--- src/rtl/cpu_pkg.sv ---
// Shared CPU definitions: datapath widths, ALU opcode encoding and the
// hardwired-zero register index. Imported by the operand fetch stage files.
package cpu_pkg;

  localparam int DATA_W = 16;
  localparam int REG_N  = 8;
  localparam int ADDR_W = 3;

  typedef enum logic [2:0] {
    ALU_ADD = 3'd0,
    ALU_SUB = 3'd1,
    ALU_AND = 3'd2,
    ALU_OR  = 3'd3,
    ALU_XOR = 3'd4,
    ALU_NOT = 3'd5,
    ALU_SHL = 3'd6,
    ALU_SHR = 3'd7
  } alu_op_t;

  localparam logic [ADDR_W-1:0] REG_ZERO = 3'd0;

  // True when the index names a writable (non-R0) register.
  function automatic logic is_live_reg(input logic [ADDR_W-1:0] addr);
    return (addr != REG_ZERO);
  endfunction

endpackage

--- src/rtl/regfile_2r1w.sv ---
// 8 x 16-bit register file: two combinational read ports, one synchronous
// write port, asynchronous active-low clear. R0 always reads zero and is
// never written.
module regfile_2r1w
  import cpu_pkg::*;
(
  input  logic              clk,
  input  logic              reset_n,
  input  logic [ADDR_W-1:0] i_raddr1,
  input  logic [ADDR_W-1:0] i_raddr2,
  output logic [DATA_W-1:0] o_rdata1,
  output logic [DATA_W-1:0] o_rdata2,
  input  logic              i_wen,
  input  logic [ADDR_W-1:0] i_waddr,
  input  logic [DATA_W-1:0] i_wdata
);

  logic [DATA_W-1:0] r_mem [REG_N];

  // Register storage: cleared on reset, written when a live register is targeted.
  always_ff @(posedge clk or negedge reset_n) begin
    if (!reset_n) begin
      for (int i = 0; i < REG_N; i++) begin
        r_mem[i] <= {DATA_W{1'b0}};
      end
    end else if (i_wen && is_live_reg(i_waddr)) begin
      r_mem[i_waddr] <= i_wdata;
    end
  end

  // Read ports: R0 is forced to zero regardless of storage contents.
  always_comb begin
    o_rdata1 = {DATA_W{1'b0}};
    o_rdata2 = {DATA_W{1'b0}};
    if (is_live_reg(i_raddr1)) begin
      o_rdata1 = r_mem[i_raddr1];
    end else begin
      o_rdata1 = {DATA_W{1'b0}};
    end
    if (is_live_reg(i_raddr2)) begin
      o_rdata2 = r_mem[i_raddr2];
    end else begin
      o_rdata2 = {DATA_W{1'b0}};
    end
  end

endmodule

--- src/rtl/operand_fetch_stage.sv ---
// Operand fetch stage ahead of the 16-bit ALU. Reads two source registers,
// registers a/b/op/rd toward the ALU behind a valid/ready handshake with no
// skid buffer, and absorbs writebacks from downstream.
// Build option: define OPERAND_FWD_EN for write-first bypass of a same-cycle
// writeback into the operands being accepted; otherwise reads are read-first.
module operand_fetch_stage
  import cpu_pkg::*;
(
  input  logic              clk,
  input  logic              reset_n,
  input  logic              in_valid,
  output logic              in_ready,
  input  logic [2:0]        in_op,
  input  logic [ADDR_W-1:0] in_rs1,
  input  logic [ADDR_W-1:0] in_rs2,
  input  logic [ADDR_W-1:0] in_rd,
  output logic              out_valid,
  input  logic              out_ready,
  output logic [DATA_W-1:0] out_a,
  output logic [DATA_W-1:0] out_b,
  output logic [2:0]        out_op,
  output logic [ADDR_W-1:0] out_rd,
  input  logic              wb_en,
  input  logic [ADDR_W-1:0] wb_addr,
  input  logic [DATA_W-1:0] wb_data
);

  logic              r_out_valid;
  logic [DATA_W-1:0] r_out_a;
  logic [DATA_W-1:0] r_out_b;
  alu_op_t           r_out_op;
  logic [ADDR_W-1:0] r_out_rd;

  logic [DATA_W-1:0] w_rdata1;
  logic [DATA_W-1:0] w_rdata2;
  logic [DATA_W-1:0] w_opa;
  logic [DATA_W-1:0] w_opb;
  logic              w_in_ready;
  logic              w_accept;

  regfile_2r1w u_regfile (
    .clk      (clk),
    .reset_n  (reset_n),
    .i_raddr1 (in_rs1),
    .i_raddr2 (in_rs2),
    .o_rdata1 (w_rdata1),
    .o_rdata2 (w_rdata2),
    .i_wen    (wb_en),
    .i_waddr  (wb_addr),
    .i_wdata  (wb_data)
  );

  assign w_in_ready = !r_out_valid || out_ready;
  assign w_accept   = in_valid && w_in_ready;

  // Operand select: register-file value, optionally replaced by a same-cycle writeback.
  always_comb begin
    w_opa = w_rdata1;
    w_opb = w_rdata2;
`ifdef OPERAND_FWD_EN
    if (wb_en && is_live_reg(in_rs1) && (wb_addr == in_rs1)) begin
      w_opa = wb_data;
    end else begin
      w_opa = w_rdata1;
    end
    if (wb_en && is_live_reg(in_rs2) && (wb_addr == in_rs2)) begin
      w_opb = wb_data;
    end else begin
      w_opb = w_rdata2;
    end
`else
    w_opa = w_rdata1;
    w_opb = w_rdata2;
`endif
  end

  // Output handshake register: load on accept, drop valid on drain, hold while stalled.
  always_ff @(posedge clk or negedge reset_n) begin
    if (!reset_n) begin
      r_out_valid <= 1'b0;
      r_out_a     <= {DATA_W{1'b0}};
      r_out_b     <= {DATA_W{1'b0}};
      r_out_op    <= ALU_ADD;
      r_out_rd    <= REG_ZERO;
    end else if (w_accept) begin
      r_out_valid <= 1'b1;
      r_out_a     <= w_opa;
      r_out_b     <= w_opb;
      r_out_op    <= alu_op_t'(in_op);
      r_out_rd    <= in_rd;
    end else if (out_ready) begin
      r_out_valid <= 1'b0;
    end else begin
      r_out_valid <= r_out_valid;
    end
  end

  assign in_ready  = w_in_ready;
  assign out_valid = r_out_valid;
  assign out_a     = r_out_a;
  assign out_b     = r_out_b;
  assign out_op    = r_out_op;
  assign out_rd    = r_out_rd;

endmodule

--- config.mk ---
export PLATFORM = sky130hd
export DESIGN_NAME = operand_fetch_stage
export DESIGN_NICKNAME = d
export VERILOG_FILES = /design/src/rtl/cpu_pkg.sv /design/src/rtl/regfile_2r1w.sv /design/src/rtl/operand_fetch_stage.sv
export SDC_FILE = /design/constraint.sdc
export NUM_CORES = 1
export LEC_CHECK = 0
export ABC_CLOCK_PERIOD_IN_PS = 1190
export CORE_MARGIN = 2
export CORE_UTILIZATION = 51
export CTS_CLUSTER_SIZE = 12
export DETAILED_ROUTE_END_ITERATION = 10
export PLACE_DENSITY = 0.76
export SLEW_MARGIN = 20
export SYNTH_ARGS = -nofsm -noshare
export SYNTH_HDL_FRONTEND = slang
export SYNTH_SLANG_ARGS = --single-unit
export TNS_END_PERCENT = 1
--- constraint.sdc ---
create_clock -name clk -period 1.19 [get_ports clk]
set_input_delay 0.238 -clock clk [delete_from_list [all_inputs] [get_ports clk]]
set_output_delay 0.238 -clock clk [all_outputs]
set_load 0.1 [all_outputs]
==> run metrics <==
status=complete, but fails checks; failing checks=negative setup slack; initial DRC count=419; CTS Root Buffer Type=clkbuf_16; Max-Cap Viols=0; nets=737; worst setup margin=-0.290 ns; Worst Hold Class=in -> async; Ys Warns=0; CTS H-Tree Depth=4; TritonCTS clock tree=yes; Die Wd=125 µm; Worst Tran Pin Value=0.522 ns; setup_tns=-8.54 ns; Hold Vio Cnt, Final=0; largest family of logic cells by synthesized area=multiplexers; required time of the critical path=0.95 ns; Worst Setup EP=in_ready; std cell rows=44; Worst-path clk slew=0.06 ns; WHS=0.267 ns; final period utilization=124%; CTS Buf Count=17; largest buffer count on any clock path=2; antenna violations before repair=0; vias in the first global route=6146; Post-Synth Adder-Cell Area=0%; nature of the critical path endpoint=primary output; CP startpoint kind=register; Worst-Skew Late Latency=0.42 ns; cells after synthesis=574; Cell Area, Synth=7500 µm²; via/cell ratio=6.32; Worst Reg-to-Reg Cells=3; IR drop worst, VDD=1.21 mV; clk_skew=0.00836 ns; Placeable Area=14500 µm²; Worst setup startpoint=out_valid; starting density of the core=51.8%; routed wire length=21000 µm; DP HPWL=13300 µm; area fraction of the dominant cell type after synthesis=50.4%; PwrDens=1830 nW/µm²; post-synthesis sequential area ratio=50.4%; syn nets=610; # IOs=76; Die ar.=15700 µm²; drt pass-1 iters=5; number of antenna-violating nets in the routed design=0; Antenna Cells=0; syn avg cell area=13.1 µm²; ranking of synthesized cells by area=dfrtp_1 50%, mux2_2 18%, mux2i_1 12%, o221ai_1 3.5%, o22a_1 3.5%; gpl congestion=0.903; RSZ-0062 raised after global routing=true; Placement Setup Slack=-0.660 ns; endpoints failing setup=73; r2r setup slk=-0.27 ns; Arr. time, crit path=1.24 ns; Tot GR Track Use=27.7%; Post-Synth Simple-Gate Area=3.64%; switching pwr=6450 µW; Port Buf Inserts=75; slew margin rel.=65.1%; Gate power share=32.4%; Net Sw Frac=34.4%; Max Fclk=676 MHz; peak fanout along the critical path=2; Via Count=5671; number of synthesized register bits=151; worst r2r src=u_regfile.r_mem[7]; Pint=12300 µW; Period minus WS final=1.48 ns; largest net degree at the start of global routing=53; XOR/XNOR Fraction of Synth Area=0%; power share of the clock group=28.8%; proportion of layout cells with a drive suffix above 1=44.5%; leak pwr=0.00451 µW; most frequent cells in the layout=148 x dfrtp_1, 119 x mux2_2, 87 x mux2i_1, 61 x buf_4, 60 x buf_12; part of the power in registers=38.8%; Residual DRC=0; area grow syn2layout=36.8%; Final Max Slew Viols=0; commonest non-fill, non-tap cell in the layout=dfrtp_1; routed length per placed instance=23.3 µm; FF-to-FF End=out_b[7]; Die Y=125 µm; synth unique cells=24; compound-cell area share of the yosys netlist=11.9%; Synth area leader=dfrtp_1; clk sinks=151; critical path class=reg -> out; first-pass GRT wire length=33800 µm; total gr overflow=0; proportion of synthesized area in mux cells=30.1%
[cell usage after synthesis]
cell and count:
nand2_1 23, nor2_1 10, a21oi_1 25, nand2b_1 5, nand4_2 1, mux4_2 2
nor2b_1 2, mux2_2 119, a22oi_1 7, nor3_4 1, nand4b_2 3, and4bb_1 1
mux2i_1 87, o22a_1 30, a211oi_1 23, and4bb_2 1, buf_6 8, o221ai_1 30
dfrtp_1 151, buf_2 19, buf_4 8, and2_1 1, a221oi_2 1, clkbuf_1 16
[routing by layer]
metal  GRT usage, %  up-vias  part of all wire (%)
met5              0        -                     0
met1           35.6     2924                    41
met2           45.6      239                    50
met4           12.9        0                   3.2
li1               -     2440                     -
met3           5.26       68                   5.3
[final cells by class]
type / count / area (µm²)
Fill cell: 933 / 4220
Sequential cell: 151 / 3780
Multi-Input combinational cell: 372 / 3630
Timing Repair Buffer: 159 / 2030
Clock buffer: 25 / 505
Tap cell: 184 / 230
Clock inverter: 7 / 91.3
[state kept, by name, indices dropped and copies added, names as in the netlist]
register and cells:
u_regfile.r_mem 112, out_a 16, out_b 16, out_op 3
out_rd 3, out_valid 1
[power by group through the flow]
stage | registers [µW] | clock network [µW] | logic (µW)
after floorplan | 8620 | 0 | 2060
after global placement | 7190 | 0 | 5670
after CTS | 7220 | 5450 | 6010
after detailed placement | 7270 | 0 | 5810
final | 7280 | 5400 | 6070
after global routing | 7380 | 5670 | 6350
[per-stage QoR]
step	power, µW	std cells	util, %	instance area, µm²
after global routing	19400	898	70.9	10300
after global placement	12900	863	65.2	9440
final	18700	898	70.9	10300
after floorplan	10700	574	-	7550
after CTS	18700	897	70.6	10200
after detailed placement	13100	863	65.2	9440
[what timing repair did]
item	CTS	global route
setup buffers	1	1
resized for setup	36	6
setup endpoints to repair	185	85
hold endpoints to repair	73	0
hold buffers	1	0
pin swaps	1	0
[how the worst min path moves through the flow]
stage | from | to | slack, ns | cells past startpoint
after global routing | reset_n | u_regfile.r_mem[98] | 0.28 | 2
final | reset_n | u_regfile.r_mem[81] | 0.27 | 2
after floorplan | reset_n | out_a[0] | -0.06 | 0
after global placement | reset_n | u_regfile.r_mem[98] | 0.12 | 1
after CTS | reset_n | u_regfile.r_mem[66] | 0.24 | 2
after detailed placement | reset_n | u_regfile.r_mem[98] | 0.12 | 1
[critical path: stages (launching register included)]
cell and delay, ns:
dfrtp_4 0.48, nand2b_4 0.08, buf_6 0.10, buf_12 0.16
[cells by family (layout without fill, tap and decap cells)]
kind of cell	after synthesis	in the layout
AO/OA/AOI/OAI	116	116
buffers and inverters	51	191
multiplexers	208	208
flip-flops	151	151
AND/OR/NAND/NOR	48	48
No activity file was read; power rests on OpenSTA's default activity.
